--- src/rtl/life_gen_sequencer_if.sv ---
`default_nettype none
// ============================================================================
// Module   : life_gen_sequencer_if
// Purpose  : Host load, row memory, decoder and display signals of the
//            life generation sequencer.
// Revision : 1.0
// ============================================================================
interface life_gen_sequencer_if;
  logic       load_valid;
  logic [2:0] load_row;
  logic [7:0] load_data;
  logic       load_ready;

  logic [2:0] mem_addr;
  logic       mem_we;
  logic [7:0] mem_wdata;
  logic [7:0] mem_rdata;

  logic [7:0] dec_in;
  logic [7:0] dec_a;
  logic [7:0] dec_b;
  logic [7:0] dec_out;

  logic [2:0] disp_addr;
  logic [7:0] disp_row;
  logic       disp_valid;

  modport master (
    input  load_valid, load_row, load_data, mem_rdata, dec_out,
    output load_ready, mem_addr, mem_we, mem_wdata,
           dec_in, dec_a, dec_b, disp_addr, disp_row, disp_valid
  );

  modport slave (
    output load_valid, load_row, load_data, mem_rdata, dec_out,
    input  load_ready, mem_addr, mem_we, mem_wdata,
           dec_in, dec_a, dec_b, disp_addr, disp_row, disp_valid
  );
endinterface
`default_nettype wire

--- src/rtl/life_gen_sequencer.sv ---
`default_nettype none
// ============================================================================
// Module   : life_gen_sequencer
// Purpose  : Arbitrates the 8x8 cell memory between display scan, host loads
//            and in-place next-generation updates. Optional LIFE_STABLE_DETECT_EN
//            adds a stable output that suppresses automatic generations.
// Revision : 1.0
// ============================================================================
module life_gen_sequencer #(
  parameter int FRAMES_PER_GEN = 64,
  parameter int GEN_W          = 16
) (
  input  logic                 ph1,
  input  logic                 reset_n,
  input  logic                 run,
  input  logic                 step,
  life_gen_sequencer_if.master bus,
  output logic                 busy,
  output logic [GEN_W-1:0]     gen_count
`ifdef LIFE_STABLE_DETECT_EN
  ,
  output logic                 stable
`endif
);

  localparam int              c_FC_W    = (FRAMES_PER_GEN > 1) ? $clog2(FRAMES_PER_GEN) : 1;
  localparam logic [c_FC_W-1:0] c_FC_LAST = c_FC_W'(FRAMES_PER_GEN - 1);

  localparam logic [2:0] c_ST_SCAN = 3'd0;
  localparam logic [2:0] c_ST_P0   = 3'd1;
  localparam logic [2:0] c_ST_P1   = 3'd2;
  localparam logic [2:0] c_ST_P2   = 3'd3;
  localparam logic [2:0] c_ST_A    = 3'd4;
  localparam logic [2:0] c_ST_B    = 3'd5;
  localparam logic [2:0] c_ST_C    = 3'd6;
  localparam logic [2:0] c_ST_DONE = 3'd7;

  logic [2:0]        r_state;
  logic [2:0]        w_state_nxt;
  logic [2:0]        r_row;
  logic [2:0]        r_scan_addr;
  logic [c_FC_W-1:0] r_frame_cnt;
  logic              r_pending;
  logic [7:0]        r_prev;
  logic [7:0]        r_cur;
  logic [7:0]        r_nxt;
  logic [7:0]        r_saved0;
  logic              r_disp_valid;
  logic [2:0]        r_disp_addr;
  logic [GEN_W-1:0]  r_gen_count;

  logic w_scan;
  logic w_scan_rd;
  logic w_frame_done;
  logic w_auto_ok;
  logic w_auto_set;
  logic w_start;

`ifdef LIFE_STABLE_DETECT_EN
  logic r_changed;
  logic r_stable;
  assign w_auto_ok = ~r_stable;
  assign stable    = r_stable;
`else
  assign w_auto_ok = 1'b1;
`endif

  assign w_scan       = (r_state == c_ST_SCAN);
  assign w_scan_rd    = w_scan & ~bus.load_valid;
  // A frame ends only when the row-7 read is actually issued (not displaced by a load).
  assign w_frame_done = w_scan_rd & (r_scan_addr == 3'd7);
  assign w_auto_set   = w_frame_done & run & w_auto_ok & (r_frame_cnt == c_FC_LAST);
  assign w_start      = w_frame_done & (r_pending | step | w_auto_set);

  // ---------------------------------------------------------------- state
  always_ff @(posedge ph1 or negedge reset_n) begin
    if (!reset_n) begin
      r_state <= c_ST_SCAN;
    end else begin
      r_state <= w_state_nxt;
    end
  end

  always_comb begin
    w_state_nxt = r_state;
    case (r_state)
      c_ST_SCAN: if (w_start) w_state_nxt = c_ST_P0;
      c_ST_P0:   w_state_nxt = c_ST_P1;
      c_ST_P1:   w_state_nxt = c_ST_P2;
      c_ST_P2:   w_state_nxt = c_ST_A;
      c_ST_A:    w_state_nxt = c_ST_B;
      c_ST_B:    w_state_nxt = c_ST_C;
      c_ST_C:    w_state_nxt = (r_row == 3'd7) ? c_ST_DONE : c_ST_A;
      default:   w_state_nxt = c_ST_SCAN;
    endcase
  end

  always_comb begin
    busy           = 1'b1;
    bus.load_ready = 1'b0;
    bus.mem_addr   = 3'd0;
    bus.mem_we     = 1'b0;
    bus.mem_wdata  = 8'h00;
    case (r_state)
      c_ST_SCAN: begin
        busy = 1'b0;
        if (bus.load_valid) begin
          bus.load_ready = 1'b1;
          bus.mem_addr   = bus.load_row;
          bus.mem_we     = 1'b1;
          bus.mem_wdata  = bus.load_data;
        end else begin
          bus.mem_addr = r_scan_addr;
        end
      end
      c_ST_P0: bus.mem_addr = 3'd7;
      c_ST_P1: bus.mem_addr = 3'd0;
      c_ST_A:  bus.mem_addr = r_row + 3'd1;
      c_ST_C: begin
        bus.mem_we    = 1'b1;
        bus.mem_addr  = r_row;
        bus.mem_wdata = bus.dec_out;
      end
      default: ;
    endcase
  end

  // ------------------------------------------------------------- datapath
  always_ff @(posedge ph1 or negedge reset_n) begin
    if (!reset_n) begin
      r_row        <= 3'd0;
      r_scan_addr  <= 3'd0;
      r_frame_cnt  <= '0;
      r_pending    <= 1'b0;
      r_prev       <= 8'h00;
      r_cur        <= 8'h00;
      r_nxt        <= 8'h00;
      r_saved0     <= 8'h00;
      r_disp_valid <= 1'b0;
      r_disp_addr  <= 3'd0;
      r_gen_count  <= '0;
    end else begin
      r_disp_valid <= w_scan_rd;
      if (w_scan_rd) begin
        r_disp_addr <= r_scan_addr;
        r_scan_addr <= r_scan_addr + 3'd1;
      end

      if (w_frame_done && run) begin
        r_frame_cnt <= (r_frame_cnt == c_FC_LAST) ? '0 : r_frame_cnt + 1'b1;
      end

      // The request that launches an update is consumed on launch; anything
      // arriving while busy stays pending for the next frame boundary.
      if (w_start) begin
        r_pending <= 1'b0;
      end else if (step || w_auto_set) begin
        r_pending <= 1'b1;
      end

      case (r_state)
        c_ST_P1: r_prev <= bus.mem_rdata;
        c_ST_P2: begin
          r_cur    <= bus.mem_rdata;
          r_saved0 <= bus.mem_rdata;
          r_row    <= 3'd0;
        end
        c_ST_B:  r_nxt <= (r_row == 3'd7) ? r_saved0 : bus.mem_rdata;
        c_ST_C: begin
          r_prev <= r_cur;
          r_cur  <= r_nxt;
          r_row  <= r_row + 3'd1;
        end
        c_ST_DONE: begin
          r_gen_count <= r_gen_count + 1'b1;
          r_frame_cnt <= '0;
          r_scan_addr <= 3'd0;
        end
        default: ;
      endcase
    end
  end

`ifdef LIFE_STABLE_DETECT_EN
  always_ff @(posedge ph1 or negedge reset_n) begin
    if (!reset_n) begin
      r_changed <= 1'b0;
      r_stable  <= 1'b0;
    end else begin
      if (r_state == c_ST_P0) begin
        r_changed <= 1'b0;
      end else if (r_state == c_ST_C && bus.dec_out != r_cur) begin
        r_changed <= 1'b1;
      end
      if (w_scan && bus.load_valid) begin
        r_stable <= 1'b0;
      end else if (r_state == c_ST_DONE) begin
        r_stable <= ~r_changed;
      end
    end
  end
`endif

  assign bus.dec_in     = r_cur;
  assign bus.dec_a      = r_prev;
  assign bus.dec_b      = r_nxt;
  assign bus.disp_valid = r_disp_valid;
  assign bus.disp_addr  = r_disp_addr;
  // Memory data arrives one cycle after the scan read, so the row is forwarded directly.
  assign bus.disp_row   = r_disp_valid ? bus.mem_rdata : 8'h00;
  assign gen_count      = r_gen_count;

endmodule
`default_nettype wire

--- src/flat_wrapper.sv ---
// flat-port wrapper written by rule: the top's interface ports become plain ports
module life_gen_sequencer_flat 
#(
  parameter int FRAMES_PER_GEN = 64,
  parameter int GEN_W          = 16
)
  (ph1, reset_n, run, step, busy, gen_count, bus_load_valid, bus_load_row, bus_load_data, bus_mem_rdata, bus_dec_out, bus_load_ready, bus_mem_addr, bus_mem_we, bus_mem_wdata, bus_dec_in, bus_dec_a, bus_dec_b, bus_disp_addr, bus_disp_row, bus_disp_valid);
  life_gen_sequencer_if bus_i ();
  input  logic ph1;
  input  logic reset_n;
  input  logic run;
  input  logic step;
  output logic busy;
  output logic [GEN_W-1:0] gen_count;
  input wire logic [$bits(bus_i.load_valid)-1:0] bus_load_valid;
  input wire logic [$bits(bus_i.load_row)-1:0] bus_load_row;
  input wire logic [$bits(bus_i.load_data)-1:0] bus_load_data;
  input wire logic [$bits(bus_i.mem_rdata)-1:0] bus_mem_rdata;
  input wire logic [$bits(bus_i.dec_out)-1:0] bus_dec_out;
  output wire logic [$bits(bus_i.load_ready)-1:0] bus_load_ready;
  output wire logic [$bits(bus_i.mem_addr)-1:0] bus_mem_addr;
  output wire logic [$bits(bus_i.mem_we)-1:0] bus_mem_we;
  output wire logic [$bits(bus_i.mem_wdata)-1:0] bus_mem_wdata;
  output wire logic [$bits(bus_i.dec_in)-1:0] bus_dec_in;
  output wire logic [$bits(bus_i.dec_a)-1:0] bus_dec_a;
  output wire logic [$bits(bus_i.dec_b)-1:0] bus_dec_b;
  output wire logic [$bits(bus_i.disp_addr)-1:0] bus_disp_addr;
  output wire logic [$bits(bus_i.disp_row)-1:0] bus_disp_row;
  output wire logic [$bits(bus_i.disp_valid)-1:0] bus_disp_valid;
  assign bus_i.load_valid = bus_load_valid;
  assign bus_i.load_row = bus_load_row;
  assign bus_i.load_data = bus_load_data;
  assign bus_i.mem_rdata = bus_mem_rdata;
  assign bus_i.dec_out = bus_dec_out;
  assign bus_load_ready = bus_i.load_ready;
  assign bus_mem_addr = bus_i.mem_addr;
  assign bus_mem_we = bus_i.mem_we;
  assign bus_mem_wdata = bus_i.mem_wdata;
  assign bus_dec_in = bus_i.dec_in;
  assign bus_dec_a = bus_i.dec_a;
  assign bus_dec_b = bus_i.dec_b;
  assign bus_disp_addr = bus_i.disp_addr;
  assign bus_disp_row = bus_i.disp_row;
  assign bus_disp_valid = bus_i.disp_valid;
  life_gen_sequencer #(.FRAMES_PER_GEN(FRAMES_PER_GEN), .GEN_W(GEN_W)) u_core (.ph1(ph1), .reset_n(reset_n), .run(run), .step(step), .bus(bus_i), .busy(busy), .gen_count(gen_count));
endmodule
--- config.mk ---
export PLATFORM = sky130hd
export DESIGN_NAME = life_gen_sequencer_flat
export DESIGN_NICKNAME = d
export VERILOG_FILES = /design/src/rtl/life_gen_sequencer_if.sv /design/src/rtl/life_gen_sequencer.sv /design/src/flat_wrapper.sv
export SDC_FILE = /design/constraint.sdc
export NUM_CORES = 1
export LEC_CHECK = 0
export CAP_MARGIN = 25
export CORE_ASPECT_RATIO = 1.25
export CORE_UTILIZATION = 43
export DETAILED_ROUTE_END_ITERATION = 10
export PLACE_DENSITY = 0.77
export SETUP_SLACK_MARGIN = 0.3
export SLEW_MARGIN = 15
export SYNTH_ARGS = -nofsm -noshare
export SYNTH_HDL_FRONTEND = slang
export SYNTH_SLANG_ARGS = --single-unit
--- constraint.sdc ---
create_clock -name ph1 -period 1.6 [get_ports ph1]
set_input_delay 0.32 -clock ph1 [delete_from_list [all_inputs] [get_ports ph1]]
set_output_delay 0.32 -clock ph1 [all_outputs]
set_load 0.03 [all_outputs]
==> results_dict.tcl <==
set metrics [dict create \
    final_core_util 0.780 \
    synth_seq_cells 68 \
    grt_max_degree 69 \
    drt_iter0_drc 180 \
    p_leak_nw 2.72 \
    yosysSeqAreaShare 0.520 \
    status "finished with violations" \
    root_buffer "clkbuf_8" \
    dpl.cell_count 522 \
    port_buffers 97 \
    power_density_mw_per_mm2 1960 \
    yosys-top-cells-area "dfrtp_1, mux2i_1, nand2_1, mux2_2, xnor2_1" \
    antenna_left 0 \
    grt_antenna_before_repair 0 \
    grt.total_usage 0.249 \
    period_minus_slack_ps 2000 \
    syn_nets 338 \
    fmax_ghz 0.500 \
    path_delay_family "buffers and inverters" \
    path_max_fanout 5 \
    total_power_mw 11.2 \
    worst_pin_slew_ps 364 \
    ys_warn_count 0 \
    hold_class "reg2reg" \
    rsz0062_at_grt "true" \
    synthFlopType "dfrtp_1" \
    clock_skew_ps 8.08 \
    vias 3186 \
    synth_top_cell_by_area "dfrtp_1" \
    relSlewSlack 0.757 \
    rows 35 \
    drt-total-wl_um 10200 \
    crit_slowest_cell "dfrtp_2" \
    gp_congestion 0.776 \
    cts.sinks 68 \
    dr.pass1.iters 4 \
    grt_pass1_wl_um 15100 \
    critical_path_class "reg2out" \
    violations "setup timing" \
    core_mm2 0.00736 \
    avgViaCountPerCell 5.46 \
    arrival_ps 1680 \
    fin_setup_tns_ps -9360 \
    cts_tree "yes" \
    die_h_um 99.5 \
    finalCritPeriodShare 1.25 \
    syn_inst 300 \
    synthMostInstantiatedCell "dfrtp_1" \
    syn_area_mm2 0.00327 \
    nets 525 \
    fin_hold_ws_ps 461 \
    ys_async_sr_fraction 1.00 \
    startpoint_type "flop" \
    clkTransAtPathRegs_ps 80 \
    cts_made_buffers 9 \
    critPathMaxStageDelay_ps 420 \
    clock_latency_ps 350 \
    finalWorstSetupSlack_ps -399 \
    drc 0 \
    grt-ovfl-total 0 \
    htreeDepth 3 \
    cp.required_ps 1280 \
    yosysTopAreaCellShare 0.520 \
    finalHoldViolCount 0 \
    wire_per_inst_um 17.5 \
    layout.cells.non_filler 584 \
    clock_path_buffers 2 \
    n_antenna_cell 0 \
    hpwl_um 5750 \
    initial_core_util 0.445 \
    ioPinCount 98 \
    finalSetupViolations 47 \
    ys_types 41 \
    crit_top_cell "buf_6" \
    die_area_mm2 0.00796 \
    maxCapViolCount 0 \
    synthTopCellsByCount "dfrtp_1, nand2_1, o21ai_0" \
    area_growth_pct 75.4 \
    die_x_um 80.0 \
    cp_cell_sequence "buf_6 > nor3_4 > inv_4 > buf_4 > buf_6 > buf_6 > buf_6" \
    slew_violations 0 \
    drive_above_1_share 0.569 \
    end_kind "output port" \
    synth.avg_cell_area_um2 10.9 \
    max-vdd-ir-drop_uv 1540 \
    grt_pass1_vias 3137 \
    path_buf_inv 6 \
    synth_edf_count 0 \
]
-- logic make-up (layout without fill, tap and decap cells) --
family / count (synthesis) / after routing / share of synthesized area
AND/OR/NAND/NOR: 107 / 108 / 0.175
flip-flops: 68 / 68 / 0.520
XOR/XNOR: 20 / 20 / 0.0536
adder cells (fa/ha/maj): 6 / 6 / 0.0230
buffers and inverters: 16 / 207 / 0.0233
multiplexers: 31 / 31 / 0.0995
AO/OA/AOI/OAI: 52 / 52 / 0.106
-- cell usage in the layout, fill, tap and decap left out, types with 4 or more instances in the layout --
cell             count
a22o_2               7
a22oi_2              5
and2_4               8
buf_2               22
buf_4               58
buf_6               60
clkbuf_4            12
clkbuf_8             9
clkdlybuf4s50_1     29
dfrtp_1             58
dfrtp_2             10
ha_4                 5
mux2_4              12
mux2i_1             16
nand2_1             30
nand2_2             12
nand2_4              5
nand3_1              4
nand3_2              4
nand4_1              9
nor2_1               5
nor2_4               5
o21ai_1             10
o21ai_2              9
xnor2_1             14
xor2_1               5
-- worst paths after layout --
path | from | endpoint | slack, ps | depth (start not counted)
hold / removal | u_core.gen_count[15] | u_core.gen_count[15] | 460 | 1
max in group asynchronous | reset_n | u_core.r_state[0] | 760 | 3
setup / recovery | u_core.r_state[0] | busy | -400 | 7
setup reg to reg | u_core.r_state[0] | u_core.r_scan_addr[0] | -380 | 11
min in group asynchronous | reset_n | u_core.gen_count[8] | 510 | 3
hold reg to reg | u_core.gen_count[15] | u_core.gen_count[15] | 460 | 1
-- registers in the layout (all words and copies together), names as in the netlist, 3 cells and up --
signal,cells
u_core.gen_count,16
u_core.bus.dec_a,8
u_core.bus.dec_b,8
u_core.bus.dec_in,8
u_core.r_saved0,8
u_core.r_frame_cnt,6
u_core.bus.disp_addr,3
u_core.r_row,3
u_core.r_scan_addr,3
u_core.r_state,3
-- metrics by stage --
stage,area [um^2],setup WS (ps)
after floorplan,3450,-217
after global placement,4750,-760
after detailed placement,4750,-796
after CTS,5400,-408
after global routing,5740,-459
final,5740,-399
-- repair_timing --
item	CTS	global route
gates resized for setup	361	65
endpoints found under the setup margin	122	102
gates cloned	3	0
pin swaps	53	40
hold buffers	1	0
endpoints found under the hold margin	65	0
setup buffers	26	16
-- cell type report --
| class | instances | area (um^2) |
|---|---|---|
| Sequential cell | 68 | 1710 |
| Clock buffer | 10 | 128 |
| Inverter | 2 | 10.0 |
| Timing Repair Buffer | 189 | 1730 |
| Multi-Input combinational cell | 217 | 1930 |
| Tap cell | 92 | 115 |
| Fill cell | 438 | 1620 |
| Clock inverter | 6 | 113 |
-- report_power, final --
part / internal (mW) / switching [mW]
Combinational: 3.27 / 3.39
Clock: 1.04 / 0.687
Sequential: 2.34 / 0.506
-- per-layer routing --
layer / GRT usage / share of wire / up-vias
li1: - / - / 1438
met1: 0.299 / 0.37 / 1595
met2: 0.429 / 0.55 / 132
met3: 0.0495 / 0.059 / 21
met4: 0.107 / 0.022 / 0
met5: 0 / 0 / -
Note: power is estimated with default switching activity, not from simulation.
